## config.mk

```make
export PLATFORM = sky130hd
export DESIGN_NAME = clk_period_meter
export DESIGN_NICKNAME = d
export VERILOG_FILES = /design/src/rtl/clk_pkg.sv /design/src/rtl/sync_edge_detect.sv /design/src/rtl/clk_period_meter.sv
export SDC_FILE = /design/constraint.sdc
export NUM_CORES = 1
export LEC_CHECK = 0
export CAP_MARGIN = 20
export CORE_MARGIN = 4
export CORE_UTILIZATION = 60
export DETAILED_ROUTE_END_ITERATION = 10
export PLACE_DENSITY_LB_ADDON = 0.2
export SLEW_MARGIN = 20
export SYNTH_ARGS = -nofsm -noshare
export SYNTH_HDL_FRONTEND = slang
export SYNTH_SLANG_ARGS = --single-unit
```

## constraint.sdc

```tcl
create_clock -name clk -period 9.7 [get_ports clk]
set_input_delay 1.455 -clock clk [delete_from_list [all_inputs] [get_ports clk]]
set_output_delay 1.455 -clock clk [all_outputs]
set_load 0.02 [all_outputs]
```

## src/rtl/clk_pkg.sv

```systemverilog
// clk_pkg: definitions shared by the clock-generation and clock-measurement
// peripherals.
//   DEFAULT_COUNTER_BITS : default counter width, shared with the clock divider
//   meter_state_e        : 2-bit FSM encoding of the period meter
package clk_pkg;

  localparam int DEFAULT_COUNTER_BITS = 32;

  typedef enum logic [1:0] {
    IDLE = 2'd0,
    ARM  = 2'd1,
    MEAS = 2'd2
  } meter_state_e;

endpackage

```

## src/rtl/sync_edge_detect.sv

```systemverilog
// sync_edge_detect: brings an asynchronous input into the clk domain through
// a SYNC_STAGES-deep flop chain and flags its edges.
//   clk   : system clock
//   reset : synchronous, active-high reset
//   sig_i : asynchronous input
//   sig_s : synchronized level
//   rise  : one-cycle flag, sig_s went 0 -> 1
//   fall  : one-cycle flag, sig_s went 1 -> 0
module sync_edge_detect #(
  parameter int SYNC_STAGES = 2
) (
  input  logic clk,
  input  logic reset,
  input  logic sig_i,
  output logic sig_s,
  output logic rise,
  output logic fall
);

  logic [SYNC_STAGES-1:0] sync_q;
  logic                   sig_d_q;

  always_ff @(posedge clk) begin
    if (reset) begin
      sync_q  <= '0;
      sig_d_q <= 1'b0;
    end else begin
      sync_q  <= {sync_q[SYNC_STAGES-2:0], sig_i};
      sig_d_q <= sync_q[SYNC_STAGES-1];
    end
  end

  assign sig_s = sync_q[SYNC_STAGES-1];
  assign rise  = sig_s & ~sig_d_q;
  assign fall  = ~sig_s & sig_d_q;

endmodule

```

## src/rtl/clk_period_meter.sv

```systemverilog
// clk_period_meter: measures period and high time of an asynchronous signal in
// system-clock cycles; each start request arms one measurement.
//   clk, reset : system clock, synchronous active-high reset
//   enable     : block enable, low aborts any measurement
//   start      : one-cycle arm request (accepted in IDLE with enable high)
//   sig_i      : asynchronous signal under measurement
//   timeout    : cycle budget from arm to result, 0 disables
//   period     : cycles between two consecutive rising edges
//   high_time  : cycles from the opening rise to the following fall
//   valid      : one-cycle pulse when period/high_time update
//   timed_out  : one-cycle pulse when the budget expires
//   busy       : high while armed or measuring
module clk_period_meter
  import clk_pkg::*;
#(
  parameter int COUNTER_BITS = DEFAULT_COUNTER_BITS,
  parameter int SYNC_STAGES  = 2
) (
  input  logic                    clk,
  input  logic                    reset,
  input  logic                    enable,
  input  logic                    start,
  input  logic                    sig_i,
  input  logic [COUNTER_BITS-1:0] timeout,
  output logic [COUNTER_BITS-1:0] period,
  output logic [COUNTER_BITS-1:0] high_time,
  output logic                    valid,
  output logic                    timed_out,
  output logic                    busy
);

  localparam logic [COUNTER_BITS-1:0] ONE = {{(COUNTER_BITS-1){1'b0}}, 1'b1};

  logic rise;
  logic fall;

  sync_edge_detect #(
    .SYNC_STAGES(SYNC_STAGES)
  ) u_sync (
    .clk  (clk),
    .reset(reset),
    .sig_i(sig_i),
    .sig_s(),
    .rise (rise),
    .fall (fall)
  );

  meter_state_e            state_q;
  logic [COUNTER_BITS-1:0] cnt_q;
  logic [COUNTER_BITS-1:0] hi_cnt_q;
  logic [COUNTER_BITS-1:0] tmo_q;
  logic [COUNTER_BITS-1:0] period_q;
  logic [COUNTER_BITS-1:0] high_q;
  logic                    hi_seen_q;
  logic                    valid_q;
  logic                    timed_out_q;
  logic                    busy_q;

  logic [COUNTER_BITS-1:0] cnt_d;
  logic                    tmo_hit;

  // Saturating increment: a too-long measurement reports all-ones, never wraps.
  assign cnt_d   = (cnt_q == '1) ? cnt_q : cnt_q + ONE;
  // Expiry is decided one count early so timed_out lands exactly `timeout`
  // cycles after busy rose.
  assign tmo_hit = (timeout != '0) && (tmo_q == timeout - ONE);

  always_ff @(posedge clk) begin
    if (reset) begin
      state_q     <= IDLE;
      cnt_q       <= '0;
      hi_cnt_q    <= '0;
      tmo_q       <= '0;
      period_q    <= '0;
      high_q      <= '0;
      hi_seen_q   <= 1'b0;
      valid_q     <= 1'b0;
      timed_out_q <= 1'b0;
      busy_q      <= 1'b0;
    end else begin
      valid_q     <= 1'b0;
      timed_out_q <= 1'b0;
      if (!enable) begin
        // Abort beats everything, including a closing rise this cycle.
        state_q <= IDLE;
        busy_q  <= 1'b0;
      end else begin
        unique case (state_q)
          IDLE: begin
            if (start) begin
              state_q <= ARM;
              busy_q  <= 1'b1;
              tmo_q   <= '0;
            end
          end
          ARM: begin
            tmo_q <= tmo_q + ONE;
            if (tmo_hit) begin
              state_q     <= IDLE;
              busy_q      <= 1'b0;
              timed_out_q <= 1'b1;
            end else if (rise) begin
              state_q   <= MEAS;
              cnt_q     <= ONE;
              hi_cnt_q  <= '0;  // stays 0 if no fall precedes the closing rise
              hi_seen_q <= 1'b0;
            end
          end
          MEAS: begin
            tmo_q <= tmo_q + ONE;
            cnt_q <= cnt_d;
            if (fall && !hi_seen_q) begin
              hi_cnt_q  <= cnt_q;
              hi_seen_q <= 1'b1;
            end
            // Closing rise wins over a coincident timeout expiry.
            if (rise) begin
              period_q <= cnt_q;
              high_q   <= hi_cnt_q;
              valid_q  <= 1'b1;
              state_q  <= IDLE;
              busy_q   <= 1'b0;
            end else if (tmo_hit) begin
              timed_out_q <= 1'b1;
              state_q     <= IDLE;
              busy_q      <= 1'b0;
            end
          end
          default: begin
            state_q <= IDLE;
            busy_q  <= 1'b0;
          end
        endcase
      end
    end
  end

  assign period    = period_q;
  assign high_time = high_q;
  assign valid     = valid_q;
  assign timed_out = timed_out_q;
  assign busy      = busy_q;

endmodule

```

==> metrics, run 1 <==
crit-path leading delay family simple AND/OR/NAND/NOR gates; commonest non-fill, non-tap cells in the layout 170 x nand2_1, 169 x dfxtp_1, 105 x a21oi_1; Max Cap Viol 0; outcome completed; global route total overflow 0; largest net degree at the start of global routing around 80; worst ir drop on vdd around 0.12 mV; Reg2Reg Setup Slack about 6.2 ns; Synth Flop Type dfxtp_1; Sink Count 169; FF-to-FF Start state_q[0]$_SDFFE_PP0P_; core footprint between 0.01 and 0.015 sq mm; Filler Cells Inserted 1035; crit path kind input pin to flip-flop; Reg area 0.00338 sq mm; Post-DP Area a little over 0.009 sq mm; CP max stage cell or4b_2; CTS tree yes; Nets around 1100; Register-to-Register Path Depth 11; #FFs+latches synth ~170; vias in the first global route 6802; Final Cycle Share 57.4%; Layout Area Growth over Synthesis 20.5%; Non-Filler Instances 1255; vias per cell 5.70; most frequent cell on the critical path or4_4; DIE WIDTH roughly 120 microns; DR vias a little over 7000; Hold Buf Count CTS 0; Die Y about 120 microns; IO buf count 103; post-synth top area cell dfxtp_1; 1st-iter DRT viols roughly 450; gr usage total 23.8%; sequential fraction of the synthesis area between 40% and 50%; Pleak approximately 3.2 nW; initial core utilization about three fifths; Synth Warn # 0; arrival time of the worst setup path between 5 and 6 ns; Post-CTS Repair Setup Buffers 0; min Tclk post-route roughly 5.6 ns; CP endpoint kind flip-flop; top cells by area, synth dfxtp_1 42%, nand2_1 7.8%, a21oi_1 6.5%; reg2reg end tmo_q[29]$_SDFFE_PP0P_; CP Data Required Time between 9 and 10 ns; clock-pin slew on the worst setup and hold paths ~0.06 ns; Worst setup endpoint hi_cnt_q[8]$_SDFFE_PP0P_; clk_lat worst skew around 0.42 ns; post-synthesis cell count between 900 and 1000; Crit. Startpoint timeout[0]; 1st-pass router iterations 5; Critical Path Start Type input pin; diode count 0; initial antenna violation count 0; syn nets 1038; # rows 42; Worst Tran Pin Value about 0.77 ns; average wire per standard cell approximately 15 microns; post_cts resized 0; H-Tree Depth 4; cell count after placement between 1000 and 1500; Longest Clk Path Bufs 2; top cell type's share of synthesized area about two fifths; final hold vios 0; most common cell after layout, fill and taps aside nand2_1; slowest stage delay, CP between 0.6 and 0.7 ns; share of layout cells above drive strength 1 under 10%; DP Wirelength between 10000 and 15000 microns; Fmax between 150 and 200 MHz; skew final between 0.01 and 0.015 ns; Rel. slew slack between 40% and 50%; WP buf/inv 3; Mapped Area a little over 0.008 sq mm; drt drc 0; RSZ-0062 raised after global routing no; gpl congestion 0.918; Final Max Tran Viols 0; wirelength, routed roughly 19000 microns; CP Max Fanout 22; Hold/Removal Path Class flip-flop to flip-flop; total negative slack 0 ns; Routed Antenna Nets 0; root buf cell clkbuf_16; crit-path cells clkdlybuf4s50_1 > inv_1 > ha_1 > or4b_2 > or4_4 > or4_4 > a211oi_2 > nand4_1 > nor4b_4 > o21ai_4 > buf_4 > mux2i_1 > nor2_1; mean post-synth cell area 8.20 sq um; multi-input logic area about 0.0045 sq mm; first-pass GRT wire length approximately 32000 microns; io pins between 100 and 150; Num CTS Buffers 17; Die Area ~0.015 sq mm; Setup violations, final 0; pwr dens between 100 and 150 mW/mm^2; cell area after layout about 0.0098 sq mm; hold path cells 1; Post-synth EDFFs 0; ys async rst share 0%; Netlist cell types just under 60; Worst path depth 13
==> cells in the mapped netlist, types with 4 or more instances <==
| cell | instances |
|---|---|
| or3_1 | 35 |
| or2_2 | 6 |
| nand2_1 | 170 |
| nand4_1 | 22 |
| nor2_1 | 84 |
| buf_6 | 7 |
| nor4_1 | 13 |
| nor3_1 | 11 |
| buf_1 | 6 |
| nor2b_1 | 8 |
| xor2_1 | 36 |
| nand3_1 | 26 |
| or4_1 | 14 |
| o21ai_0 | 38 |
| clkbuf_1 | 37 |
| a211o_1 | 5 |
| inv_1 | 15 |
| and2_1 | 34 |
| and3_1 | 15 |
| a21oi_1 | 105 |
| o31ai_1 | 6 |
| xnor2_1 | 35 |
| mux2i_1 | 35 |
| ha_1 | 8 |
| dfxtp_1 | 169 |
| or4_4 | 4 |
==> worst min-delay path by stage <==
stage	start	end
CTS	u_sync.sync_q[0]$_SDFF_PP0_	u_sync.sync_q[1]$_SDFF_PP0_
global route	hi_cnt_q[17]$_SDFFE_PP0P_	high_time[17]$_SDFFE_PP0P_
finish	u_sync.sync_q[0]$_SDFF_PP0_	u_sync.sync_q[1]$_SDFF_PP0_
floorplan	u_sync.sync_q[0]$_SDFF_PP0_	u_sync.sync_q[1]$_SDFF_PP0_
global placement	u_sync.sync_q[0]$_SDFF_PP0_	u_sync.sync_q[1]$_SDFF_PP0_
detailed placement	u_sync.sync_q[0]$_SDFF_PP0_	u_sync.sync_q[1]$_SDFF_PP0_
==> state kept, by name, summed over array words and instances (netlist names) <==
register and cells:
valid 1, u_sync.sig_d_q 1, state_q 2, hi_seen_q 1
high_time 32, period 32, cnt_q 32, busy 1
u_sync.sync_q 2, timed_out 1, tmo_q 32, hi_cnt_q 32
==> power by group <==
part	switching [W]	internal (W)
Sequential	0.00000169	0.000695
Clock	0.000270	0.000425
Combinational	0.0000435	0.0000313
Total	0.000315	0.00115
==> worst reg2reg max path: stages (launching register included) <==
cell and delay, ns:
dfxtp_1 0.35, inv_1 0.08, ha_1 0.23, nor2b_1 0.18, nor3b_1 0.63, nand4_1 0.25
or2_2 0.36, nor3_1 0.61, and3_1 0.36, nand3_1 0.12, xnor2_1 0.16, nor2_1 0.05
==> logic make-up after synthesis <==
logic type / share of synthesized area [%]
simple gates: 28.5
compound gates: 12.7
flops: 41.5
xor+xnor: 7.64
buf+inv: 3.89
mux: 4.44
fa+ha+maj: 1.23
==> stage by stage <==
step                hold WS [ns]  setup slack (ns)  power (W)  util [%]
finish                     0.443              4.13    0.00147      74.1
global route               0.461              3.92    0.00151      74.1
CTS                        0.448              4.20    0.00148      73.9
detailed placement         0.433              3.77   0.000785      69.3
global placement           0.419              3.86   0.000785      69.3
floorplan                  0.414              4.98   0.000756         -
==> metal layers <==
layer / vias to the layer above / part of all wire [%] / global-route usage, % / wire length, microns
met2: 169 / 46 / 38.0 / 8610
met3: 34 / 4.1 / 4.97 / 756
li1: 3589 / - / - / -
met4: 0 / 2.1 / 8.51 / 387
met1: 3367 / 48 / 32.0 / 8880
met5: - / 0 / 0 / 0
==> layout make-up <==
cell class                      instances  area share [%]
Multi-Input combinational cell        755            45.4
Sequential cell                       169            34.5
Timing Repair Buffer                  109            11.0
Clock buffer                           21            4.80
Tap cell                              176            2.25
Clock inverter                         10            1.43
Inverter                               15           0.574
Power figures use the tool's default switching activity.
==> run 2: changes to the inputs <==
Settings changed: CORE_UTILIZATION 60 to 56.
Clock period 9.7 ns to 5.7 ns, I/O delays scaled along.
==> metrics, run 2 (synthesized netlist as in run 1, its figures left out) <==
outcome completed; Final Cycle Share ~85%; Reg area between 0.003 and 0.004 sq mm; Pleak between 3 and 4 nW; clk_lat worst skew ~0.43 ns; Sink Count ~170; pwr dens roughly 260 mW/mm^2; core footprint ~0.014 sq mm; root buf cell clkbuf_16; Die Y between 100 and 150 microns; io pins 104; largest net degree at the start of global routing about 110; Crit. Startpoint timeout[0]; Num CTS Buffers 17; initial core utilization just under 60%; Register-to-Register Path Depth 11; FF-to-FF Start state_q[1]$_SDFFE_PP0P_; crit path kind input pin to flip-flop; Reg2Reg Setup Slack 2.18 ns; diode count 0; pre-CTS WS a little under 0.5 ns; total negative slack 0 ns; clock-pin slew on the worst setup and hold paths 0.06 ns; post_cts resized 0; commonest non-fill, non-tap cells in the layout 170 x nand2_1, 169 x dfxtp_1, 105 x a21oi_1; Max Cap Viol 0; # rows 43; Worst setup endpoint hi_cnt_q[22]$_SDFFE_PP0P_; share of layout cells above drive strength 1 ~5.7%; multi-input logic area 0.00446 sq mm; vias in the first global route 6653; Layout Area Growth over Synthesis 20.8%; average wire per standard cell around 15 microns; CP Max Fanout 20; Rel. slew slack between 20 and 30%; DIE WIDTH 129 microns; Routed Antenna Nets 0; Fmax slightly above 200 MHz; global route total overflow 0; CTS tree yes; gpl congestion 0.937; 1st-iter DRT viols 533; H-Tree Depth 4; Final Max Tran Viols 0; wirelength, routed 18800 microns; gr usage total 23.2%; vias per cell around 5.7; 1st-pass router iterations 6; reg2reg end tmo_q[31]$_SDFFE_PP0P_; skew final between 0.008 and 0.009 ns; Filler Cells Inserted roughly 1200; Post-CTS Repair Setup Buffers 0; Worst Tran Pin Value 1.08 ns; final hold vios 0; CP endpoint kind flip-flop; DP Wirelength 12600 microns; Hold/Removal Path Class flip-flop to flip-flop; Hold Buf Count CTS 0; Longest Clk Path Bufs 2; most common cell after layout, fill and taps aside nand2_1; first-pass GRT wire length roughly 32000 microns; worst ir drop on vdd between 0.2 and 0.3 mV; Setup violations, final 0; Critical Path Start Type input pin; Hold Path Origin u_sync.sync_q[0]$_SDFF_PP0_; DR vias approximately 7100; drt drc 0; arrival time of the worst setup path 5.13 ns; min Tclk post-route between 4 and 5 ns; Worst Slack Setup Final 0.832 ns; Nets around 1100; IO buf count just over 100; CP Data Required Time around 6.0 ns; initial antenna violation count 0; Die Area between 0.015 and 0.02 sq mm; RSZ-0062 raised after global routing no
## run 2: worst min path at each step
stage          cells past startpoint                     endpoint  slack (ns)
2_1_floorplan                      1  u_sync.sync_q[1]$_SDFF_PP0_        0.41
3_3_place_gp                       1  u_sync.sync_q[1]$_SDFF_PP0_        0.42
3_5_place_dp                       1  u_sync.sync_q[1]$_SDFF_PP0_        0.44
4_1_cts                            1  u_sync.sync_q[1]$_SDFF_PP0_        0.45
5_1_grt                            1  u_sync.sync_q[1]$_SDFF_PP0_        0.46
6_report                           1  u_sync.sync_q[1]$_SDFF_PP0_        0.45
## run 2: critical path, stage by stage
cell and delay, ns:
clkdlybuf4s50_1 0.51, inv_1 0.12, ha_1 0.32, or4b_2 0.65
or4_4 0.48, nor4_1 0.34, xnor2_1 0.19, nand4_1 0.19
nor4b_4 0.08, o21ai_4 0.68, buf_4 0.39, mux2i_1 0.24
nor2_1 0.07
## run 2: area by class of cell
class | count | area share (%)
multi-input cells | 755 | 45.3
clock inverters | 13 | 1.95
well taps | 180 | 2.29
repair buffers | 109 | 10.9
inverters | 15 | 0.572
clock buffers | 19 | 4.60
flip-flops and latches | 169 | 34.4
## run 2: metal layers
layer / global-route usage [%] / up-vias / wire (microns) / part of all wire, %
li1: - / 3587 / - / -
met1: 33.4 / 3385 / 9290 / 49
met2: 35.8 / 143 / 8520 / 45
met3: 5.15 / 18 / 800 / 4.2
met4: 5.56 / 0 / 218 / 1.2
met5: 0 / - / 0 / 0
## run 2: per-stage QoR
stage                     hold slack [ns]  std cells  area (sq um)  utilization (%)  total power, W
after floorplan                     0.414        993          8140                -         0.00129
after global placement              0.416       1228          9190             65.5         0.00134
after detailed placement            0.436       1228          9190             65.5         0.00134
after CTS                           0.449       1260          9840             70.0         0.00256
after global routing                0.464       1260          9840             70.1         0.00264
final                               0.446       1260          9840             70.1         0.00255
## run 2: where the power goes
part / leakage (nW) / internal (W) / switching, W
registers: 1.36 / 0.00118 / 0.00000268
clock network: 0.311 / 0.000761 / 0.000478
logic: 1.54 / 0.0000521 / 0.0000734
